===== config.mk =====
export PLATFORM = sky130hd
export DESIGN_NAME = writeback_stage
export DESIGN_NICKNAME = d
export VERILOG_FILES = /design/src/rtl/writeback_stage.sv
export SDC_FILE = /design/constraint.sdc
export NUM_CORES = 1
export LEC_CHECK = 0
export ABC_AREA = 1
export BUFFER_PORTS_ARGS = -buffer_cell sky130_fd_sc_hd__buf_2
export CAP_MARGIN = 15
export CORE_MARGIN = 2
export CORE_UTILIZATION = 30
export DETAILED_ROUTE_END_ITERATION = 8
export GPL_TIMING_DRIVEN = 0
export PLACE_DENSITY = 0.61
export SKIP_CTS_REPAIR_TIMING = 1
export SLEW_MARGIN = 10
export SYNTH_ARGS = -nofsm -noshare
export SYNTH_HDL_FRONTEND = slang
export SYNTH_SLANG_ARGS = --single-unit
export TNS_END_PERCENT = 1

===== constraint.sdc =====
create_clock -name clk -period 1.3 [get_ports clk]
set_clock_uncertainty 0.05 [all_clocks]
set_input_delay 0.195 -clock clk [delete_from_list [all_inputs] [get_ports clk]]
set_output_delay 0.195 -clock clk [all_outputs]
set_load 0.01 [all_outputs]

===== src/rtl/writeback_stage.sv =====
// Register-writeback stage: registers ALU/LUI results and waits for variable-latency load data.
// Optional load-response timeout is enabled by defining WB_LOAD_TIMEOUT_EN.
module writeback_stage #(
   parameter int XLEN           = 32,
   parameter int TIMEOUT_CYCLES = 255
) (
   input  logic                      clk,
   input  logic                      rst_n,
   input  logic                      in_valid,
   output logic                      in_ready,
   input  logic [6:0]                in_opcode,
   input  logic [2:0]                in_funct3,
   input  logic [4:0]                in_rd,
   input  logic [XLEN-1:0]           in_imm,
   input  logic [XLEN-1:0]           in_res,
   input  logic [$clog2(XLEN/8)-1:0] in_addr_lo,
   input  logic                      mem_rsp_valid,
   input  logic [XLEN-1:0]           mem_rsp_data,
   output logic [4:0]                reg_wr,
   output logic [XLEN-1:0]           reg_wr_data,
   output logic                      pend_valid,
   output logic [4:0]                pend_rd,
   output logic                      err_misalign,
   output logic                      err_rsp,
   output logic                      err_timeout
);

   localparam int AW = $clog2(XLEN/8);

   localparam logic [6:0] OP_REG   = 7'b0110011;
   localparam logic [6:0] OP_IMM   = 7'b0010011;
   localparam logic [6:0] OP_JAL   = 7'b1101111;
   localparam logic [6:0] OP_JALR  = 7'b1100111;
   localparam logic [6:0] OP_AUIPC = 7'b0010111;
   localparam logic [6:0] OP_LUI   = 7'b0110111;
   localparam logic [6:0] OP_LOAD  = 7'b0000011;

   if (!(XLEN == 32 || XLEN == 64) || TIMEOUT_CYCLES < 1) begin : g_bad_param
      $error("writeback_stage: XLEN must be 32 or 64 and TIMEOUT_CYCLES at least 1");
   end

   typedef enum logic [0:0] {IDLE, WAIT_MEM} state_t;

   state_t          state_q, state_d;
   logic [4:0]      reg_wr_q, reg_wr_d;
   logic [XLEN-1:0] reg_wr_data_q, reg_wr_data_d;
   logic [4:0]      pend_rd_q, pend_rd_d;
   logic [2:0]      pend_f3_q, pend_f3_d;
   logic [AW-1:0]   pend_lo_q, pend_lo_d;
   logic            err_misalign_q, err_misalign_d;
   logic            err_rsp_q, err_rsp_d;
   logic            err_timeout_q, err_timeout_d;

`ifdef WB_LOAD_TIMEOUT_EN
   localparam int CW = $clog2(TIMEOUT_CYCLES + 1);
   logic [CW-1:0] tmo_cnt_q, tmo_cnt_d;
`endif

   function automatic logic load_legal(input logic [2:0] f3);
      logic ok;
      case (f3)
         3'd0, 3'd1, 3'd2, 3'd4, 3'd5: ok = 1'b1;
         3'd3, 3'd6:                   ok = (XLEN == 64);
         default:                      ok = 1'b0;
      endcase
      return ok;
   endfunction

   // funct3[1:0] encodes access size: byte, half, word, double
   function automatic logic load_misaligned(input logic [2:0] f3, input logic [AW-1:0] lo);
      logic bad;
      case (f3[1:0])
         2'd1:    bad = lo[0];
         2'd2:    bad = |lo[1:0];
         2'd3:    bad = |lo;
         default: bad = 1'b0;
      endcase
      return bad;
   endfunction

   // funct3[2] set means zero-extend (LBU/LHU/LWU)
   function automatic logic [XLEN-1:0] load_extend(input logic [2:0] f3,
                                                   input logic [XLEN-1:0] word,
                                                   input logic [AW-1:0] lo);
      logic [XLEN-1:0] sh;
      logic [XLEN-1:0] ext;
      sh = word >> {lo, 3'b000};
      case (f3[1:0])
         2'd0: begin
            if (f3[2]) ext = XLEN'(sh[7:0]);
            else       ext = XLEN'($signed(sh[7:0]));
         end
         2'd1: begin
            if (f3[2]) ext = XLEN'(sh[15:0]);
            else       ext = XLEN'($signed(sh[15:0]));
         end
         2'd2: begin
            if (f3[2]) ext = XLEN'(sh[31:0]);
            else       ext = XLEN'($signed(sh[31:0]));
         end
         default: ext = sh;
      endcase
      return ext;
   endfunction

   always_comb begin
      state_d        = state_q;
      reg_wr_d       = 5'd0;
      reg_wr_data_d  = '0;
      pend_rd_d      = pend_rd_q;
      pend_f3_d      = pend_f3_q;
      pend_lo_d      = pend_lo_q;
      err_misalign_d = 1'b0;
      err_rsp_d      = err_rsp_q;
      err_timeout_d  = 1'b0;
`ifdef WB_LOAD_TIMEOUT_EN
      tmo_cnt_d      = tmo_cnt_q;
`endif

      case (state_q)
         IDLE: begin
            if (mem_rsp_valid) err_rsp_d = 1'b1;
            if (in_valid) begin
               case (in_opcode)
                  OP_REG, OP_IMM, OP_JAL, OP_JALR, OP_AUIPC: begin
                     if (in_rd != 5'd0) begin
                        reg_wr_d      = in_rd;
                        reg_wr_data_d = in_res;
                     end
                  end
                  OP_LUI: begin
                     if (in_rd != 5'd0) begin
                        reg_wr_d      = in_rd;
                        reg_wr_data_d = in_imm;
                     end
                  end
                  OP_LOAD: begin
                     if (load_legal(in_funct3)) begin
                        if (load_misaligned(in_funct3, in_addr_lo)) begin
                           err_misalign_d = 1'b1;
                        end else begin
                           state_d   = WAIT_MEM;
                           pend_rd_d = in_rd;
                           pend_f3_d = in_funct3;
                           pend_lo_d = in_addr_lo;
`ifdef WB_LOAD_TIMEOUT_EN
                           tmo_cnt_d = '0;
`endif
                        end
                     end
                  end
                  default: ;
               endcase
            end
         end
         WAIT_MEM: begin
            // A response arriving on the timeout cycle still completes the load
            if (mem_rsp_valid) begin
               state_d = IDLE;
               if (pend_rd_q != 5'd0) begin
                  reg_wr_d      = pend_rd_q;
                  reg_wr_data_d = load_extend(pend_f3_q, mem_rsp_data, pend_lo_q);
               end
            end
`ifdef WB_LOAD_TIMEOUT_EN
            else if (tmo_cnt_q == CW'(TIMEOUT_CYCLES - 1)) begin
               state_d       = IDLE;
               err_timeout_d = 1'b1;
            end else begin
               tmo_cnt_d = tmo_cnt_q + 1'b1;
            end
`endif
         end
         default: state_d = IDLE;
      endcase
   end

   always_ff @(posedge clk or negedge rst_n) begin
      if (!rst_n) begin
         state_q        <= IDLE;
         reg_wr_q       <= 5'd0;
         reg_wr_data_q  <= '0;
         pend_rd_q      <= 5'd0;
         pend_f3_q      <= 3'd0;
         pend_lo_q      <= '0;
         err_misalign_q <= 1'b0;
         err_rsp_q      <= 1'b0;
         err_timeout_q  <= 1'b0;
`ifdef WB_LOAD_TIMEOUT_EN
         tmo_cnt_q      <= '0;
`endif
      end else begin
         state_q        <= state_d;
         reg_wr_q       <= reg_wr_d;
         reg_wr_data_q  <= reg_wr_data_d;
         pend_rd_q      <= pend_rd_d;
         pend_f3_q      <= pend_f3_d;
         pend_lo_q      <= pend_lo_d;
         err_misalign_q <= err_misalign_d;
         err_rsp_q      <= err_rsp_d;
         err_timeout_q  <= err_timeout_d;
`ifdef WB_LOAD_TIMEOUT_EN
         tmo_cnt_q      <= tmo_cnt_d;
`endif
      end
   end

   assign in_ready     = (state_q == IDLE);
   assign pend_valid   = (state_q == WAIT_MEM);
   assign pend_rd      = pend_valid ? pend_rd_q : 5'd0;
   assign reg_wr       = reg_wr_q;
   assign reg_wr_data  = reg_wr_data_q;
   assign err_misalign = err_misalign_q;
   assign err_rsp      = err_rsp_q;
   assign err_timeout  = err_timeout_q;

endmodule


# Yosys cells after proc, flatten, opt, wreduce, memory -nomap -nowiden
# Index checks and enable logic that the tools add are counted.
totals:
  regBits: 50
  out_inout_bits: 47
classes:
  n_eq_ne: 15
  shifts: 1
  n_mux: 37
  bitwise: 2
  n_reduce_logical: 11
op_table:
  columns: ["op", "count"]
  rows:
  - ["32-bit 2-to-1 mux", 7]
  - ["32-bit case mux with 2 select lines", 3]
  - ["32-bit by 5-bit >> shifter with 32-bit output", 1]
  - ["5-bit 2-to-1 mux", 6]
  - ["1-bit 2-to-1 mux", 18]
  - ["7-bit by 5-bit equality test with 1-bit output, second input constant", 2]
  - ["7-bit by 6-bit equality test with 1-bit output, second input constant", 2]
  - ["7-bit equality test, second input constant", 2]
  - ["5-bit case mux with 2 select lines", 1]
  - ["5-bit nonzero test", 2]
  - ["5-bit OR reduction", 2]
  - ["7-bit by 2-bit equality test with 1-bit output, second input constant", 1]
  - ["3-bit equality test, second input constant", 2]
  - ["6-bit OR reduction", 1]
  - ["5-bit AND reduction", 1]
  - ["2-bit by 1-bit equality test with 1-bit output, second input constant", 2]
  - ["2-bit equality test, second input constant", 2]
  - ["1-bit case mux with 2 select lines", 2]
  - ["2-bit OR reduction", 2]
  - ["3-bit by 1-bit equality test with 1-bit output, second input constant", 1]
  - ["3-bit by 2-bit equality test with 1-bit output, second input constant", 1]
  - ["3-bit logical NOT", 1]
  - ["2-bit logical NOT", 1]
  - ["1-bit NOT", 2]
  - ["2-bit AND reduction", 1]

# Longest topological paths before layout
logic_depth:
  depth_word: 15
  ltp_mapped: 10
  depth_no_buf: 9

# Least setup slack after synthesis
# Ideal clock, no wire load.
synth_timing:
  path_type: "register to register"
  startpoint: "register state_q, in the netlist pend_valid"
  endpoint: "register pend_lo_q[1]"
  t_arrival_ns: 1.213
  path_slack_ns: -0.080
  stages_incl_launch_ff: 9
  synth_period_minus_slack_ns: 1.380
  cell_sequence: "dfrtp_1 buf_6 nor2_8 nand4_1 nor2_1 nand2_1 buf_2 nand2_1 nand2_1"
synth_via:
  elab_chain_cells: 2
synth_rtl:
  columns: ["item", "line_no", "text"]
  rows:
  - ["from (decl)", "44", "state_t state_q, state_d;"]
  - ["from (signal assigned)", "193", "state_q <= state_d;"]
  - ["1-bit NOT (no source line)", null, null]
  - ["5-bit AND reduction (no source line)", null, null]
  - ["to (signal assigned)", "198", "pend_lo_q <= pend_lo_d;"]
  - ["to (decl)", "49", "logic [AW-1:0] pend_lo_q, pend_lo_d;"]
# No other way between the ends.
# A chain may end at the register's enable or synchronous reset.

# Worst setup path in the final report
layout_timing:
  startpoint: "register state_q, in the netlist pend_valid"
  endpoint: "register pend_f3_q[2]"
layout_via:
  elab_chain_cells: 2
layout_rtl:
  columns: ["item", "line_no", "text"]
  rows:
  - ["1-bit NOT (no source line)", null, null]
  - ["5-bit AND reduction (no source line)", null, null]
  - ["to (signal assigned)", "197", "pend_f3_q <= pend_f3_d;"]
  - ["to (decl)", "48", "logic [2:0] pend_f3_q, pend_f3_d;"]
# No other way between the ends.

==> results by group <==
Clocking
  – Root buf cell: clkbuf_16
  – CTS buffer count: 5
  – Worst-path clk slew: 70 ps
  – Clock Tree Buf Depth: 2
  – H-tree levels: 2
  – CTS tree: done
  – Skew-Pair Late Insertion Delay: 290 ps
  – Clk sinks: 50

Logic synthesis
  – Cell variety after synth: 26
  – Largest family of logic cells by synthesized area: simple AND/OR/NAND/NOR gates
  – Largest cells by area after synthesis: dfrtp_1 37%, nand2_1 31%, nand3_1 9.9%, nor2_1 3.7%, a21oi_1 3.4%
  – Share of Yosys cell area claimed by the top area cell type: 36.93%
  – Compound-cell area share of the yosys netlist: 5.465%
  – Synth Area in XOR/XNOR: 0%
  – Synth Register Bits: 50
  – Yosys warns: 0
  – Syn Inst Count: 535
  – Synth Area in Adders: 0%
  – Seq/Total Area, Yosys: 36.93%
  – Yosys top cell by area: dfrtp_1
  – Post-Synth Simple-Gate Area: 48.52%
  – Mapped Area: 3388 um2
  – Multiplexer share of the synthesized area: 0%
  – Syn Nets: 652
  – Synthesized area per cell: 6.333 um2

Route
  – First drt pass iteration count: 4
  – # DRC: 0
  – DRT Wirelength: 11990 um
  – DR vias: 4095
  – Vias/cell: 4.745
  – Initial drt markers: 173
  – ANT nets after route: 0
  – WL per Instance: 13.89 um

Pwr
  – Worst vdd ir: 0.0005654 V
  – P_leak: 3.076 nW
  – Cell Pwr Density: 780.2 nW/um2
  – Power, Total: 3.831 mW

GRT
  – Largest net degree at the start of global routing: 51
  – GRT Total Usage: 19.03%
  – GRT overflow: 0
  – Vias in the first global route: 3841
  – Global-route wire length before repair: 17850 um
  – Antenna violations before repair: 1

Timing
  – Final WS setup: -171.3 ps
  – Worst slew pin tran: 670.4 ps
  – RSZ-0062 raised after global routing: true
  – F_max: 679.6 MHz
  – Final max-slew violation count: 0
  – Setup TNS: -5211 ps
  – Final critical-path share of the clock period: 113.2%
  – Period minus WS final: 1471 ps
  – Slew margin rel.: 55.31%
  – Fin. Hold Viols: 0
  – Final setup fails: 48

Setup path
  – Crit. End Element: flop
  – CP Launch Type: flop
  – Critical path fanouts, max: 5
  – Worst Setup Path Type: reg -> reg
  – WP data arrival: 1610 ps
  – CP Data Required Time: 1440 ps

Outcome
  – Status: complete, but fails checks
  – Failing checks: setup timing

Cells and area
  – Multi-input combinational cell area: 1943 um2
  – Reg area: 1251 um2
  – Final std cells w/o fill: 863
  – Layout area overhead: 44.90%
  – Fin nets: 838
  – Filler instances: 1181
  – Fraction of layout cells with a size suffix above 1: 36.70%

Floorplan
  – Core Region: 10940 um2
  – Die width: 110.3 um
  – Top-Level Pins: 164
  – Die H: 110.3 um
  – Initial Util: 30.98%
  – Row count: 38
  – Die ar.: 12160 um2

Job
  – Max-Cap Viols: 0

Placed design
  – Placed Cells: 837
  – Detailed Place HPWL: 9157 um
  – IO buf count: 162
  – GP Congestion: 0.8953

Hold path
  – Worst hold path type: in -> reg
-- cell usage after synthesis --
cell type  count
nand3_1       67
buf_6          5
nor2_8         1
conb_1         1
nand4_1        1
nor2_1        33
nor2_4         1
inv_8          1
nand2_4        1
nand3_2        2
o21a_1         1
buf_2         21
nor3_1         2
buf_8          1
inv_2          4
nand2_1      276
nand3_4        2
buf_4          2
dfrtp_1       50
nand2_2        4
nor3_2         1
clkbuf_1       3
a21oi_1       23
o21ai_0       11
inv_1         20
a21o_1         1
-- power by group --
part / internal, mW / switching, mW / leakage [nW]
registers: 1.57 / 0.0134 / 0.691
logic: 0.301 / 0.404 / 2.30
clock network: 0.920 / 0.618 / 0.0844
-- cell families after synthesis --
logic type	after synthesis
compound gates	36
buf+inv	57
flops	50
other cells	1
simple gates	391
-- metal layers --
layer	up-vias	GRT usage (%)	share of wire, %
li1	2042	-	-
met4	0	4.643	1.1
met1	1868	24.19	42
met5	-	0	0
met3	11	3.762	8.4
met2	174	33.13	48
-- final cells by class --
type,instances,area share (%)
plain buffers,32,5.199
clock inverters,3,0.9684
diodes,1,0.05097
inverters,25,2.523
repair buffers,179,20.08
multi-input cells,428,39.58
clock buffers,5,2.548
well taps,140,3.568
flip-flops and latches,50,25.48
-- path summary, 6_finish.rpt --
| kind | cells past startpoint | slack, ps | end | startpoint |
|---|---|---|---|---|
| worst max register to register | 8 | -170 | pend_f3_q[2] | pend_valid |
| worst max-delay path | 8 | -170 | pend_f3_q[2] | pend_valid |
| max in group asynchronous | 2 | 320 | reg_wr_data[27] | rst_n |
| worst min-delay path | 2 | 50 | pend_valid | mem_rsp_valid |
| worst min register to register | 2 | 430 | pend_f3_q[0] | pend_f3_q[0] |
| min in group asynchronous | 2 | 440 | reg_wr_data[13] | rst_n |
-- state kept, by name, indices dropped and copies added (netlist names) --
signal and cells:
reg_wr_data 32, pend_rd_q 5, reg_wr 5, pend_f3_q 3, pend_lo_q 2, err_misalign 1
err_rsp 1, pend_valid 1
-- cell usage in the layout, fill, tap and decap left out, types with 4 or more instances in the layout --
master	n
buf_4	20
inv_1	19
clkbuf_16	7
nand2_1	259
buf_2	173
a21oi_2	4
a21oi_1	19
dfrtp_1	50
buf_8	4
o21ai_0	8
nor2_1	31
nand3_1	63
buf_6	8
nand2_2	19
nand3_2	6
-- metrics by stage --
step	worst slack, ps	hold slack (ps)	area [um2]	util [%]
floorplan	-52.41	-150.6	3395	-
global placement	-280.5	376.0	4380	40.06
detailed placement	-272.9	391.0	4380	40.06
CTS	-303.9	69.47	4553	41.64
global route	-236.4	63.71	4907	44.87
finish	-171.3	49.84	4910	44.90
-- critical path: stages (launching register included) --
cell and delay (ps):
dfrtp_1 400, buf_6 140, nor2_8 130, nand4_1 140, nor2_2 140, nand2_2 100
buf_6 150, nand2_2 60, nand2_2 50
Note: power is estimated with default switching activity, not from simulation.
